==> src/rtl/cube_edge_scheduler_if.sv <==
// rtl/cube_edge_scheduler_if.sv - frame, geometry and line-engine signals of the cube edge scheduler
interface cube_edge_scheduler_if;
    logic        frame_start;
    logic        geo_valid;
    logic [10:0] geo_xline;
    logic [10:0] geo_xdiag;
    logic [9:0]  geo_ydiag;
    logic        line_start;
    logic [10:0] line_x0;
    logic [10:0] line_x1;
    logic [9:0]  line_y0;
    logic [9:0]  line_y1;
    logic        line_done;
    logic [3:0]  edge_id;
    logic        busy;
    logic        frame_done;
    logic [8:0]  edges_ok;
    logic        timeout_err;
    logic        overrun;

    modport master (
        input  frame_start, geo_valid, geo_xline, geo_xdiag, geo_ydiag, line_done,
        output line_start, line_x0, line_x1, line_y0, line_y1, edge_id,
               busy, frame_done, edges_ok, timeout_err, overrun
    );

    modport slave (
        output frame_start, geo_valid, geo_xline, geo_xdiag, geo_ydiag, line_done,
        input  line_start, line_x0, line_x1, line_y0, line_y1, edge_id,
               busy, frame_done, edges_ok, timeout_err, overrun
    );
endinterface

==> src/rtl/cube_edge_scheduler.sv <==
// rtl/cube_edge_scheduler.sv - issues the nine isometric cube edges to one shared line engine per frame
module cube_edge_scheduler #(
    parameter logic [10:0] X_OFFSET   = 11'd400,
    parameter logic [9:0]  Y_OFFSET   = 10'd200,
    parameter logic [10:0] XLINE_INIT = 11'd120,
    parameter logic [10:0] XDIAG_INIT = 11'd50,
    parameter logic [9:0]  YDIAG_INIT = 10'd90,
    parameter int          TIMEOUT    = 2048
) (
    input  logic                  i_clk,
    input  logic                  i_rst_n,
    cube_edge_scheduler_if.master i_bus
);
    localparam int               CNT_W    = (TIMEOUT > 1) ? $clog2(TIMEOUT) : 1;
    localparam logic [CNT_W-1:0] CNT_LAST = CNT_W'(TIMEOUT - 1);

    typedef enum logic [2:0] {S_IDLE, S_LOAD, S_ISSUE, S_WAIT, S_NEXT, S_DONE} state_t;

    state_t           r_state, w_next_state;
    logic [3:0]       r_idx;
    logic [CNT_W-1:0] r_cnt;
    logic [10:0]      r_pend_xl, r_pend_xd, r_act_xl, r_act_xd;
    logic [9:0]       r_pend_yd, r_act_yd;
    logic [10:0]      r_x0, r_x1;
    logic [9:0]       r_y0, r_y1;
    logic [3:0]       r_edge_id;
    logic [8:0]       r_edges_ok;
    logic             r_timeout_err, r_overrun;

    logic             w_is_load, w_last_edge, w_done_ev, w_timeout, w_latch_ep;
    logic             w_line_start, w_busy, w_frame_done;
    logic [10:0]      w_xl, w_xd;
    logic [9:0]       w_yd, w_yd2;
    logic [3:0]       w_issue_idx;
    logic [2:0]       w_src, w_dst;
    logic [10:0]      w_vx [7];
    logic [9:0]       w_vy [7];

    assign w_is_load   = (r_state == S_LOAD);
    assign w_last_edge = (r_idx == 4'd8);
    assign w_done_ev   = (r_state == S_WAIT) && i_bus.line_done;
    assign w_timeout   = (r_state == S_WAIT) && !i_bus.line_done && (r_cnt == CNT_LAST);
    assign w_latch_ep  = w_is_load || ((r_state == S_NEXT) && !w_last_edge);

    // In LOAD the active registers are still being written, so the first edge reads pending directly.
    assign w_xl        = w_is_load ? r_pend_xl : r_act_xl;
    assign w_xd        = w_is_load ? r_pend_xd : r_act_xd;
    assign w_yd        = w_is_load ? r_pend_yd : r_act_yd;
    assign w_yd2       = {w_yd[8:0], 1'b0};
    assign w_issue_idx = w_is_load ? 4'd0 : r_idx + 4'd1;

    always_comb begin
        w_vx[0] = X_OFFSET;               w_vy[0] = Y_OFFSET;
        w_vx[1] = X_OFFSET + w_xl;        w_vy[1] = Y_OFFSET;
        w_vx[2] = X_OFFSET + w_xl + w_xd; w_vy[2] = Y_OFFSET + w_yd;
        w_vx[3] = X_OFFSET + w_xl;        w_vy[3] = Y_OFFSET + w_yd2;
        w_vx[4] = X_OFFSET;               w_vy[4] = Y_OFFSET + w_yd2;
        w_vx[5] = X_OFFSET - w_xd;        w_vy[5] = Y_OFFSET + w_yd;
        w_vx[6] = X_OFFSET + w_xd;        w_vy[6] = Y_OFFSET + w_yd;
    end

    always_comb begin
        w_src = 3'd6;
        w_dst = 3'd2;
        case (w_issue_idx)
            4'd0:    begin w_src = 3'd0; w_dst = 3'd1; end
            4'd1:    begin w_src = 3'd1; w_dst = 3'd2; end
            4'd2:    begin w_src = 3'd2; w_dst = 3'd3; end
            4'd3:    begin w_src = 3'd3; w_dst = 3'd4; end
            4'd4:    begin w_src = 3'd5; w_dst = 3'd4; end
            4'd5:    begin w_src = 3'd0; w_dst = 3'd5; end
            4'd6:    begin w_src = 3'd0; w_dst = 3'd6; end
            4'd7:    begin w_src = 3'd6; w_dst = 3'd4; end
            default: begin w_src = 3'd6; w_dst = 3'd2; end
        endcase
    end

    always_ff @(posedge i_clk or negedge i_rst_n) begin
        if (!i_rst_n) begin
            r_state <= S_IDLE;
        end else begin
            r_state <= w_next_state;
        end
    end

    always_comb begin
        w_next_state = r_state;
        w_line_start = 1'b0;
        w_busy       = 1'b1;
        w_frame_done = 1'b0;
        case (r_state)
            S_IDLE: begin
                w_busy = 1'b0;
                if (i_bus.frame_start) w_next_state = S_LOAD;
            end
            S_LOAD:  w_next_state = S_ISSUE;
            S_ISSUE: begin
                w_line_start = 1'b1;
                w_next_state = S_WAIT;
            end
            S_WAIT: begin
                if (w_done_ev || w_timeout) w_next_state = S_NEXT;
            end
            S_NEXT:  w_next_state = w_last_edge ? S_DONE : S_ISSUE;
            S_DONE: begin
                w_frame_done = 1'b1;
                w_next_state = S_IDLE;
            end
            default: begin
                w_busy       = 1'b0;
                w_next_state = S_IDLE;
            end
        endcase
    end

    always_ff @(posedge i_clk or negedge i_rst_n) begin
        if (!i_rst_n) begin
            r_idx         <= 4'd0;
            r_cnt         <= '0;
            r_pend_xl     <= XLINE_INIT;
            r_pend_xd     <= XDIAG_INIT;
            r_pend_yd     <= YDIAG_INIT;
            r_act_xl      <= XLINE_INIT;
            r_act_xd      <= XDIAG_INIT;
            r_act_yd      <= YDIAG_INIT;
            r_x0          <= 11'd0;
            r_x1          <= 11'd0;
            r_y0          <= 10'd0;
            r_y1          <= 10'd0;
            r_edge_id     <= 4'd0;
            r_edges_ok    <= 9'd0;
            r_timeout_err <= 1'b0;
            r_overrun     <= 1'b0;
        end else begin
            if (i_bus.geo_valid) begin
                r_pend_xl <= i_bus.geo_xline;
                r_pend_xd <= i_bus.geo_xdiag;
                r_pend_yd <= i_bus.geo_ydiag;
            end
            case (r_state)
                S_LOAD: begin
                    r_act_xl      <= r_pend_xl;
                    r_act_xd      <= r_pend_xd;
                    r_act_yd      <= r_pend_yd;
                    r_idx         <= 4'd0;
                    r_edges_ok    <= 9'd0;
                    r_timeout_err <= 1'b0;
                end
                S_ISSUE: r_cnt <= '0;
                S_WAIT: begin
                    r_cnt <= r_cnt + 1'b1;
                    if (w_done_ev)      r_edges_ok[r_idx] <= 1'b1;
                    else if (w_timeout) r_timeout_err     <= 1'b1;
                end
                S_NEXT: begin
                    if (!w_last_edge) r_idx <= r_idx + 4'd1;
                end
                default: ;
            endcase
            // Endpoints change only on entry to ISSUE so the engine can sample them any time before the next start.
            if (w_latch_ep) begin
                r_x0      <= w_vx[w_src];
                r_y0      <= w_vy[w_src];
                r_x1      <= w_vx[w_dst];
                r_y1      <= w_vy[w_dst];
                r_edge_id <= w_issue_idx;
            end
            if (w_is_load)                                  r_overrun <= i_bus.frame_start;
            else if (i_bus.frame_start && r_state != S_IDLE) r_overrun <= 1'b1;
        end
    end

    assign i_bus.line_start  = w_line_start;
    assign i_bus.busy        = w_busy;
    assign i_bus.frame_done  = w_frame_done;
    assign i_bus.line_x0     = r_x0;
    assign i_bus.line_x1     = r_x1;
    assign i_bus.line_y0     = r_y0;
    assign i_bus.line_y1     = r_y1;
    assign i_bus.edge_id     = r_edge_id;
    assign i_bus.edges_ok    = r_edges_ok;
    assign i_bus.timeout_err = r_timeout_err;
    assign i_bus.overrun     = r_overrun;
endmodule

==> src/flat_wrapper.sv <==
// flat-port wrapper written by rule: the top's interface ports become plain ports
module cube_edge_scheduler_flat 
#(
    parameter logic [10:0] X_OFFSET   = 11'd400,
    parameter logic [9:0]  Y_OFFSET   = 10'd200,
    parameter logic [10:0] XLINE_INIT = 11'd120,
    parameter logic [10:0] XDIAG_INIT = 11'd50,
    parameter logic [9:0]  YDIAG_INIT = 10'd90,
    parameter int          TIMEOUT    = 2048
)
  (i_clk, i_rst_n, i_bus_frame_start, i_bus_geo_valid, i_bus_geo_xline, i_bus_geo_xdiag, i_bus_geo_ydiag, i_bus_line_done, i_bus_line_start, i_bus_line_x0, i_bus_line_x1, i_bus_line_y0, i_bus_line_y1, i_bus_edge_id, i_bus_busy, i_bus_frame_done, i_bus_edges_ok, i_bus_timeout_err, i_bus_overrun);
  cube_edge_scheduler_if i_bus_i ();
  input  logic i_clk;
  input  logic i_rst_n;
  input wire logic [$bits(i_bus_i.frame_start)-1:0] i_bus_frame_start;
  input wire logic [$bits(i_bus_i.geo_valid)-1:0] i_bus_geo_valid;
  input wire logic [$bits(i_bus_i.geo_xline)-1:0] i_bus_geo_xline;
  input wire logic [$bits(i_bus_i.geo_xdiag)-1:0] i_bus_geo_xdiag;
  input wire logic [$bits(i_bus_i.geo_ydiag)-1:0] i_bus_geo_ydiag;
  input wire logic [$bits(i_bus_i.line_done)-1:0] i_bus_line_done;
  output wire logic [$bits(i_bus_i.line_start)-1:0] i_bus_line_start;
  output wire logic [$bits(i_bus_i.line_x0)-1:0] i_bus_line_x0;
  output wire logic [$bits(i_bus_i.line_x1)-1:0] i_bus_line_x1;
  output wire logic [$bits(i_bus_i.line_y0)-1:0] i_bus_line_y0;
  output wire logic [$bits(i_bus_i.line_y1)-1:0] i_bus_line_y1;
  output wire logic [$bits(i_bus_i.edge_id)-1:0] i_bus_edge_id;
  output wire logic [$bits(i_bus_i.busy)-1:0] i_bus_busy;
  output wire logic [$bits(i_bus_i.frame_done)-1:0] i_bus_frame_done;
  output wire logic [$bits(i_bus_i.edges_ok)-1:0] i_bus_edges_ok;
  output wire logic [$bits(i_bus_i.timeout_err)-1:0] i_bus_timeout_err;
  output wire logic [$bits(i_bus_i.overrun)-1:0] i_bus_overrun;
  assign i_bus_i.frame_start = i_bus_frame_start;
  assign i_bus_i.geo_valid = i_bus_geo_valid;
  assign i_bus_i.geo_xline = i_bus_geo_xline;
  assign i_bus_i.geo_xdiag = i_bus_geo_xdiag;
  assign i_bus_i.geo_ydiag = i_bus_geo_ydiag;
  assign i_bus_i.line_done = i_bus_line_done;
  assign i_bus_line_start = i_bus_i.line_start;
  assign i_bus_line_x0 = i_bus_i.line_x0;
  assign i_bus_line_x1 = i_bus_i.line_x1;
  assign i_bus_line_y0 = i_bus_i.line_y0;
  assign i_bus_line_y1 = i_bus_i.line_y1;
  assign i_bus_edge_id = i_bus_i.edge_id;
  assign i_bus_busy = i_bus_i.busy;
  assign i_bus_frame_done = i_bus_i.frame_done;
  assign i_bus_edges_ok = i_bus_i.edges_ok;
  assign i_bus_timeout_err = i_bus_i.timeout_err;
  assign i_bus_overrun = i_bus_i.overrun;
  cube_edge_scheduler #(.X_OFFSET(X_OFFSET), .Y_OFFSET(Y_OFFSET), .XLINE_INIT(XLINE_INIT), .XDIAG_INIT(XDIAG_INIT), .YDIAG_INIT(YDIAG_INIT), .TIMEOUT(TIMEOUT)) u_core (.i_clk(i_clk), .i_rst_n(i_rst_n), .i_bus(i_bus_i));
endmodule
==> config.mk <==
export PLATFORM = sky130hd
export DESIGN_NAME = cube_edge_scheduler_flat
export DESIGN_NICKNAME = d
export VERILOG_FILES = /design/src/rtl/cube_edge_scheduler_if.sv /design/src/rtl/cube_edge_scheduler.sv /design/src/flat_wrapper.sv
export SDC_FILE = /design/constraint.sdc
export NUM_CORES = 1
export LEC_CHECK = 0
export ABC_AREA = 1
export ABC_CLOCK_PERIOD_IN_PS = 2900
export BUFFER_PORTS_ARGS = -buffer_cell sky130_fd_sc_hd__buf_2
export CAP_MARGIN = 40
export CORE_MARGIN = 2
export CORE_UTILIZATION = 35
export CTS_CLUSTER_DIAMETER = 50
export DETAILED_ROUTE_END_ITERATION = 10
export GPL_ROUTABILITY_DRIVEN = 0
export GPL_TIMING_DRIVEN = 0
export REMOVE_ABC_BUFFERS = 1
export SYNTH_ARGS = -nofsm -noshare
export SYNTH_HDL_FRONTEND = slang
export SYNTH_SLANG_ARGS = --single-unit
==> constraint.sdc <==
create_clock -name i_clk -period 2.9 [get_ports i_clk]
set_input_delay 0.29 -clock i_clk [delete_from_list [all_inputs] [get_ports i_clk]]
set_output_delay 0.29 -clock i_clk [all_outputs]
set_load 0.005 [all_outputs]
* Word level (Yosys, flattened, before mapping)
Memory sizes are Yosys's and may differ from the RTL's.
Cells that the tools add are included.
** Storage, ports and cells
- Output and inout port bits :: 60
- Memories kept :: 1
- ROM bits :: 48
- Flip-flop bits (word level) :: 139
- Word-level logic and storage cells :: 103
** Memories
- (name not given) :: depth 8, width 6, read ports 1, clocked after Yosys merged registers in 0, write ports 0, line cube_edge_scheduler.sv:65 : case (w_issue_idx)
** Cells by class
- Reductions and logical operators :: 21
- $add $sub $neg :: 8
- Order comparisons :: 4
- Bitwise logic cells :: 3
- Muxes and demuxes :: 36
- Equal/unequal tests :: 13
** Operators by type and width (number)
- $bmux W11 S3 :: 2
- $mux W11 :: 6
- $bmux W10 S3 :: 2
- $mux W10 :: 5
- $add A9 B11 Y11 const A :: 2
- $pmux W11 S2 :: 1
- $add A8 B10 Y10 const A :: 2
- $pmux W9 S2 :: 1
- $pmux W3 S5 :: 1
- $add A11 B1 Y11 const B :: 1
- $add A11 B11 Y11 :: 1
- $eq A11 B11 Y1 const B :: 1
- $sub A9 B11 Y11 const A :: 1
- $mux W3 :: 3
- $mux W9 :: 1
- $or A9 B9 Y9 :: 1
- $ge A4 B4 Y1 const B :: 2
- $mux W1 :: 8
- $mux W4 :: 2
- $ne A2 B2 Y1 const B :: 4
- $not A3 Y4 :: 2
- $pmux W4 S2 :: 1
- $reduce_bool A2 Y1 :: 4
- $eq A3 B2 Y1 const B :: 2
- 18 further kinds :: 29

* Longest topological paths before layout
Gate-level depths: netlist (run 1).
An unclocked memory read counts as a cell.
- Word-level depth :: 8
- Gate-level depth with buffers :: 22
- Mapped depth without buffers :: 21

* Worst setup path after synthesis (run 1)
OpenSTA, ideal clock, no wires.
- Path kind :: register -> register
- Start point :: register u_core.r_state[1]
- End point :: register u_core.r_x1[9] (netlist: u_core.i_bus.line_x1[9])
- Path slack :: 54 ps
- Data arrival time :: 2724 ps
- Setup time :: 122 ps
- Stages on the path, launching flop included :: 21
- Period minus slack after synthesis :: 2846 ps
- Cell sequence :: dfrtp_1 inv_2 nand3_4 buf_12 buf_6 o21ai_1 ha_1 nand3_1 nand2_1 nand2_1 ha_1 nand2_1 inv_1 a21oi_1 nand3_1 nand2_1 nand2_1 nand2_1 nand2_1 a21oi_1 a21oi_2
** Between the ends
- Elaborated cells on any way between the ends :: 17
- Those cells by class :: 4 x add/sub; 2 x eq/ne; 7 x mux; 1 x bitwise; 2 x reduce/logical; 1 x memory
** RTL lines
- start: declaration :: line cube_edge_scheduler.sv:19 : state_t r_state, w_next_state;
- start signal: assignment :: line cube_edge_scheduler.sv:82 : r_state <= w_next_state;
- $eq A3 B1 Y1 (*) :: line cube_edge_scheduler.sv:39 : assign w_is_load = (r_state == S_LOAD);
- $mux W11 (*) :: line cube_edge_scheduler.sv:46 : assign w_xl = w_is_load ? r_pend_xl : r_act_xl;
- via u_core.w_xl[5] :: line cube_edge_scheduler.sv:32 : logic [10:0] w_xl, w_xd;
- $add A9 B11 Y11 (*) :: line cube_edge_scheduler.sv:54, cube_edge_scheduler.sv:55, cube_edge_scheduler.sv:56
- $add A11 B11 Y11 :: line cube_edge_scheduler.sv:55 : w_vx[2] = X_OFFSET + w_xl + w_xd; w_vy[2] = Y_OFFSET + w_yd;
- $bmux W11 S3 (*) :: line cube_edge_scheduler.sv:164 : r_x1 <= w_vx[w_dst];
- $mux W11 (implied by the code) (*) (2 in a row) :: line cube_edge_scheduler.sv:164
- end signal: assignment :: line cube_edge_scheduler.sv:164
- end: declaration :: line cube_edge_scheduler.sv:24 : logic [10:0] r_x0, r_x1;
Mark *: on every way through the listed nets, which the timed path passes. The rest lies on a longest branch. The select of a mux whose other input is x is not followed.
A chain may end at the register's enable or synchronous reset.

* Worst setup path in the final report (run 1)
- Start point :: register u_core.r_state[2]
- End point :: register u_core.r_x1[9] (netlist: u_core.i_bus.line_x1[9])
The elaborated chain is that of the path after synthesis.

==> reports/summary.txt, run 1 <==
Result of the run = completed
Chip height = 159 um
Cell accounting for the most synthesized area = dfrtp_1
Routed via count divided by cell count = 5.08
Site Rows = 56
Setup-violating endpoint count in the final report = 0
Clk sinks = 139
Most frequent cells in the layout = nand2_1 (276), dfrtp_1 (115), inv_1 (104)
Horizontal die dimension = 159 um
Final cell area excluding filler cells = 10800 um^2
Detail Route Antenna Nets = 0
Worst hold-check path type = primary input to flop
Layout-stage area growth over the synthesis result = 27.0%
Final routed DRC violation total = 0
Crit. Startpoint = u_core.r_state[2]
GRT overflow = 0
Share of synthesized flip-flops with an asynchronous set or reset = 100%
Clock transition at path regs = 0.07 ns
Dominant cells by area after synthesis = dfrtp_1 (35%), nand2_1 (13%), dfstp_2 (6.8%), inv_1 (5.0%), nand3_1 (4.7%)
IO buf count = 96
Number of I/O pins = 97
Yosys Warn Count = 0
Cell area after technology mapping = 8460 um^2
Overall track demand over capacity in global routing = 19.7%
Startpoint type of the worst setup path = flop
Maximum operating frequency = 0.350 GHz
Placed wire-length estimate after detailed placement = 16800 um
Arr. time, crit path = 3.17 ns
Post-layout minimum cycle time = 2.86 ns
Cell area after placement = 9210 um^2
Vias in the first global route = 7358
Antenna diode count = 0
Distinct cells, synth = 56
Critical Path RT = 3.21 ns
Leading register cell type out of synthesis = dfrtp_1
Pin count of the biggest net entering global routing = 83
Final Net Count = 1277
Root buffer cell = clkbuf_16
Wire length per cell after detailed routing = 16.4 um
Start point of the worst min-delay path = i_bus_geo_ydiag[4]
Transition time of the tightest slew-check pin = 0.671 ns
Share of cells above drive strength 1 = 30.0%
Final-report max-slew violation count = 0
Deepest clock path buffer count = 2
Area inside the core boundary = 23600 um^2
Seq cells post-synth = 139
Start-to-end type of the worst setup path = flop to flop
TritonCTS buffer count = 17
Synthesized instance count = 1084
Global-route wire length before repair = 40100 um
Setup repair after global routing missed its margin = true
H-tree depth reported by CTS = 4
Total wire length after detailed routing = 25400 um
Biggest fanout along the worst timing path = 15
Clk_lat worst skew = 0.43 ns
Max capacitance violation total = 0
Final hold violation count = 0
Initial antenna violation count = 0
Most common cell after layout, fill and taps aside = nand2_1
Post-synth top area share = 34.6%
Avg Cell Area, Syn = 7.81 um^2
Slew margin rel. = 54.8%
First-pass detailed-route iteration total = 5
Startpoint of the worst-slack reg-to-reg timing path = u_core.r_state[2]
Clock tree from TritonCTS = done
Portion of the clock cycle consumed by the worst path in the final layout = 98.5%
Routed vias = 7833
EDFF count, synth = 0
Critical path endpoint category = flop
Die area = 25400 um^2
Initial Util = 35.8%
Maximum clock skew at final layout = 0.0111 ns
Sequential fraction of the synthesis area = 41.4%
Violation count after the first detailed-route iteration = 651
[routing by layer]
| layer | wire length, um | vias up | share of wire [%] | GRT usage [%] |
|---|---|---|---|---|
| li1 | - | 3810 | - | - |
| met2 | 11800 | 277 | 47 | 31.1 |
| met4 | 557 | 0 | 2.2 | 6.53 |
| met3 | 1550 | 37 | 6.1 | 3.28 |
| met5 | 0 | - | 0 | 0 |
| met1 | 11400 | 3709 | 45 | 27.5 |
[cell usage after synthesis (16+ instances only)]
cell type / count
xor2_1: 20
inv_1: 112
ha_1: 28
o21ai_0: 68
nand3_1: 80
nand2_1: 298
nor2_1: 56
nand2_2: 17
buf_2: 16
dfstp_2: 22
o22ai_1: 18
inv_2: 17
a21oi_1: 67
dfrtp_1: 117
[repair_timing]
item,CTS,global route
gates cloned,4,0
endpoints found under the setup margin,40,31
pin swaps,8,32
setup buffers,19,21
hold buffers,1,0
gates resized for setup,48,77
hold endpoints to repair,47,0
[worst max-delay path: stages, from the launching register on]
cell      delay, ns
dfrtp_1        0.41
inv_4          0.08
nand3_4        0.15
buf_6          0.18
clkinv_8       0.09
nand2_2        0.09
nand2_2        0.12
inv_2          0.06
nand3_4        0.07
xor2_2         0.17
inv_2          0.07
ha_4           0.30
nand2_2        0.08
nor2_2         0.12
nand3_1        0.15
nand4_1        0.16
nand2_2        0.08
nand2_1        0.06
nand2_1        0.06
a21oi_2        0.15
a21oi_2        0.07
[registers in the layout, summed over array words and instances, names as in the netlist, 3 cells and up]
name and cells:
u_core.r_pend_xd 11, u_core.i_bus.edge_id 4, u_core.i_bus.line_x1 11, u_core.i_bus.line_y0 10, u_core.r_idx 4, u_core.i_bus.line_x0 11
u_core.r_act_xd 11, u_core.r_act_yd 10, u_core.r_state 3, u_core.r_pend_xl 11, u_core.i_bus.edges_ok 9, u_core.i_bus.line_y1 10
u_core.r_pend_yd 10, u_core.r_cnt 11, u_core.r_act_xl 11
[cells by family after synthesis]
family                     count (synthesis)  share of synthesized area [%]
AOI/OAI and AO/OA                        213                           14.9
xor gates and xnor gates                  27                           3.15
adders and majority gates                 29                           4.38
buffers and inverters                    166                           8.50
DFF                                      139                           41.4
muxes                                     11                           1.46
and+or+nand+nor                          499                           26.2
[per-stage QoR]
step           worst slack, ns  util, %  std cells  TNS (ns)  hold WS [ns]
3_5_place_dp            -0.924     39.0       1466    -20.78         0.297
6_report                0.0443     45.5       1543         0        0.0714
2_1_floorplan            -1.23        -       1047    -39.18      -0.00559
5_1_grt                 -0.106     45.5       1543    -0.503        0.0696
3_3_place_gp             -3.55     38.6       1462   -202.06         0.457
4_1_cts                -0.0379     43.5       1522   -0.0737        0.0651
[area by class of cell]
class                           count  area [um^2]
Clock inverter                     14          158
Fill cell                        2310        12900
Tap cell                          319          399
Multi-Input combinational cell    780         4720
Timing Repair Buffer              144         1010
Inverter                          129          515
Clock buffer                       18          439
Sequential cell                   139         3510
[path summary, 6_finish.rpt]
kind,endpoint,cells after the start,slack [ns]
worst max-delay path,u_core.i_bus.line_x1[9],20,0.04
worst min register to register,u_core.i_bus.line_x1[1],2,0.47
max in group asynchronous,u_core.r_pend_xl[3],3,1.67
worst min-delay path,u_core.r_pend_yd[4],3,0.07
worst max register to register,u_core.i_bus.line_x1[9],20,0.04
min in group asynchronous,u_core.i_bus.edges_ok[5],2,0.38
Power of run 1 is left out: the tool's default activity adds up to more than one toggle a clock period on the data nets, which glitch-free logic cannot reach.
==> run 2, diff against run 1 <==
--- a/config.mk
+++ b/config.mk
@@ -9,6 +9,7 @@
 export ABC_CLOCK_PERIOD_IN_PS = 2900
 export BUFFER_PORTS_ARGS = -buffer_cell sky130_fd_sc_hd__buf_2
 export CAP_MARGIN = 40
+export CORE_ASPECT_RATIO = 0.5
 export CORE_MARGIN = 2
 export CORE_UTILIZATION = 35
 export CTS_CLUSTER_DIAMETER = 50
==> run 2 against run 1 <==
Against the previous run:
- the run now ends with setup timing left
- critical path depth decreased by 2
- sequential share of layout area increased by 0.17 points
- first-iteration DRC count increased by 28%
- register-to-register slack got worse by 0.09 ns
- maximum frequency decreased by 3.0%
==> reports/summary.txt, run 2 (synthesis results as in run 1) <==
Result of the run = complete, but fails checks
Failing checks = setup timing
Placed wire-length estimate after detailed placement = 17200 um
Max capacitance violation total = 0
GRT overflow = 0
Antenna diode count = 0
Count of non-filler cells in the finished layout = 1538
Final-report max-slew violation count = 0
Portion of the clock cycle consumed by the worst path in the final layout = 102%
Most common cell after layout, fill and taps aside = nand2_1
Arr. time, crit path = 3.27 ns
IO buf count = 96
Wire length per cell after detailed routing = 17.0 um
Most common cell type on the critical path = nand2_1
Cell area after placement = 9230 um^2
Site Rows = 40
Clock tree from TritonCTS = done
Vias in the first global route = 7916
Routed vias = 8046
Routed via count divided by cell count = 5.23
Count of buffering cells on the critical path with inverters included = 4
Critical path endpoint category = flop
Most frequent cells in the layout = nand2_1 (280), dfrtp_1 (115), inv_1 (101)
Deepest clock path buffer count = 2
Worst hold-check path type = primary input to flop
Horizontal die dimension = 224 um
Initial antenna violation count = 0
Overall track demand over capacity in global routing = 20.8%
Final Net Count = 1276
Area inside the core boundary = 23900 um^2
Family with the most delay on the worst path = adder cells
Clk sinks = 139
Critical Path RT = 3.22 ns
Chip height = 114 um
Die area = 25500 um^2
Global-route wire length before repair = 41500 um
Maximum clock skew at final layout = 0.0108 ns
Maximum operating frequency = 0.340 GHz
Share of cells above drive strength 1 = 29.1%
Post-layout minimum cycle time = 2.94 ns
Slew margin rel. = 54.5%
Final routed DRC violation total = 0
Least setup slack across all paths after layout = -0.0435 ns
Number of I/O pins = 97
Root buffer cell = clkbuf_16
Start-to-end type of the worst setup path = flop to flop
Clk_lat worst skew = 0.44 ns
Post-layout utilization of the core = 44.8%
Startpoint type of the worst setup path = flop
Initial Util = 35.4%
Max stage delay cell, worst path = dfrtp_1
First-pass detailed-route iteration total = 7
Transition time of the tightest slew-check pin = 0.676 ns
Layout-stage area growth over the synthesis result = 26.4%
Pin count of the biggest net entering global routing = 94
Setup repair after global routing missed its margin = true
Slowest Stage Delay on Critical Path = 0.41 ns
Worst path cell trace = inv_4 > nand3_4 > buf_12 > nand2_1 > o21ai_4 > ha_4 > ha_1 > inv_1 > o21ai_2 > a21oi_2 > nand2_2 > xor2_4 > buf_4 > nand2_1 > o21ai_0 > nand2_1 > nand3_1 > nand2_1
Final cell area excluding filler cells = 10700 um^2
Violation count after the first detailed-route iteration = 832
Final hold violation count = 0
Setup-violating endpoint count in the final report = 6
Setup TNS Final = -0.154 ns
TritonCTS buffer count = 17
Number of placed instances, taps included = 1463
H-tree depth reported by CTS = 4
Clock transition at path regs = 0.07 ns
Biggest fanout along the worst timing path = 6
Total wire length after detailed routing = 26100 um
Detail Route Antenna Nets = 0
run 2: cell count changes in the layout (fill, tap and decap cells not counted), sizes merged:
cell / change
bufinv: +1
clkinvlp: -2
clkbuf: -1
nand2: +1
inv: +5
buf: -2
clkinv: -3
run 2: area by class of cell:
type	instances	area, um^2
clock buffers	17	425
multi-input cells	781	4630
fillers	2271	13200
flip-flops and latches	139	3510
inverters	129	520
clock inverters	15	203
well taps	315	394
repair buffers	142	1010
run 2: worst min-delay path, stage by stage:
cell and delay (ns):
buf_2 0.07, nand2_1 0.04, o21ai_0 0.06
run 2: metrics by stage:
stage               hold slack (ns)  worst slack [ns]
floorplan                  -0.00559             -1.23
global placement              0.457             -3.76
detailed placement            0.252             -1.01
CTS                          0.0568           -0.0433
global route                 0.0634            -0.198
finish                       0.0638           -0.0435
run 2: worst paths after layout:
path | start | end | slack, ns | cells after the start
max in group asynchronous | i_rst_n | u_core.r_act_xd[4] | 1.68 | 3
hold reg to reg | u_core.i_bus.line_x1[2] | u_core.i_bus.line_x1[2] | 0.47 | 2
setup / recovery | u_core.r_state[2] | u_core.i_bus.line_x1[8] | -0.04 | 18
hold / removal | i_bus_geo_ydiag[5] | u_core.r_pend_yd[5] | 0.06 | 3
min in group asynchronous | i_rst_n | u_core.r_cnt[6] | 0.34 | 2
setup reg to reg | u_core.r_state[2] | u_core.i_bus.line_x1[8] | -0.04 | 18
run 2: what timing repair did:
item,in CTS,in global routing
hold buffers,1,0
pin swaps,27,24
buffers inserted,23,14
gates resized for setup,64,52
cloned,4,1
endpoints found under the setup margin,41,36
endpoints found under the hold margin,40,0
run 2: metal layers:
layer | global-route usage (%) | routed length, um | vias up
met2 | 32.2 | 11500 | 295
met3 | 4.89 | 1860 | 64
met1 | 28.4 | 11900 | 3885
met4 | 7.69 | 830 | 0
li1 | - | - | 3802
met5 | 0 | 0 | -
Power of run 2 is left out for the same reason.
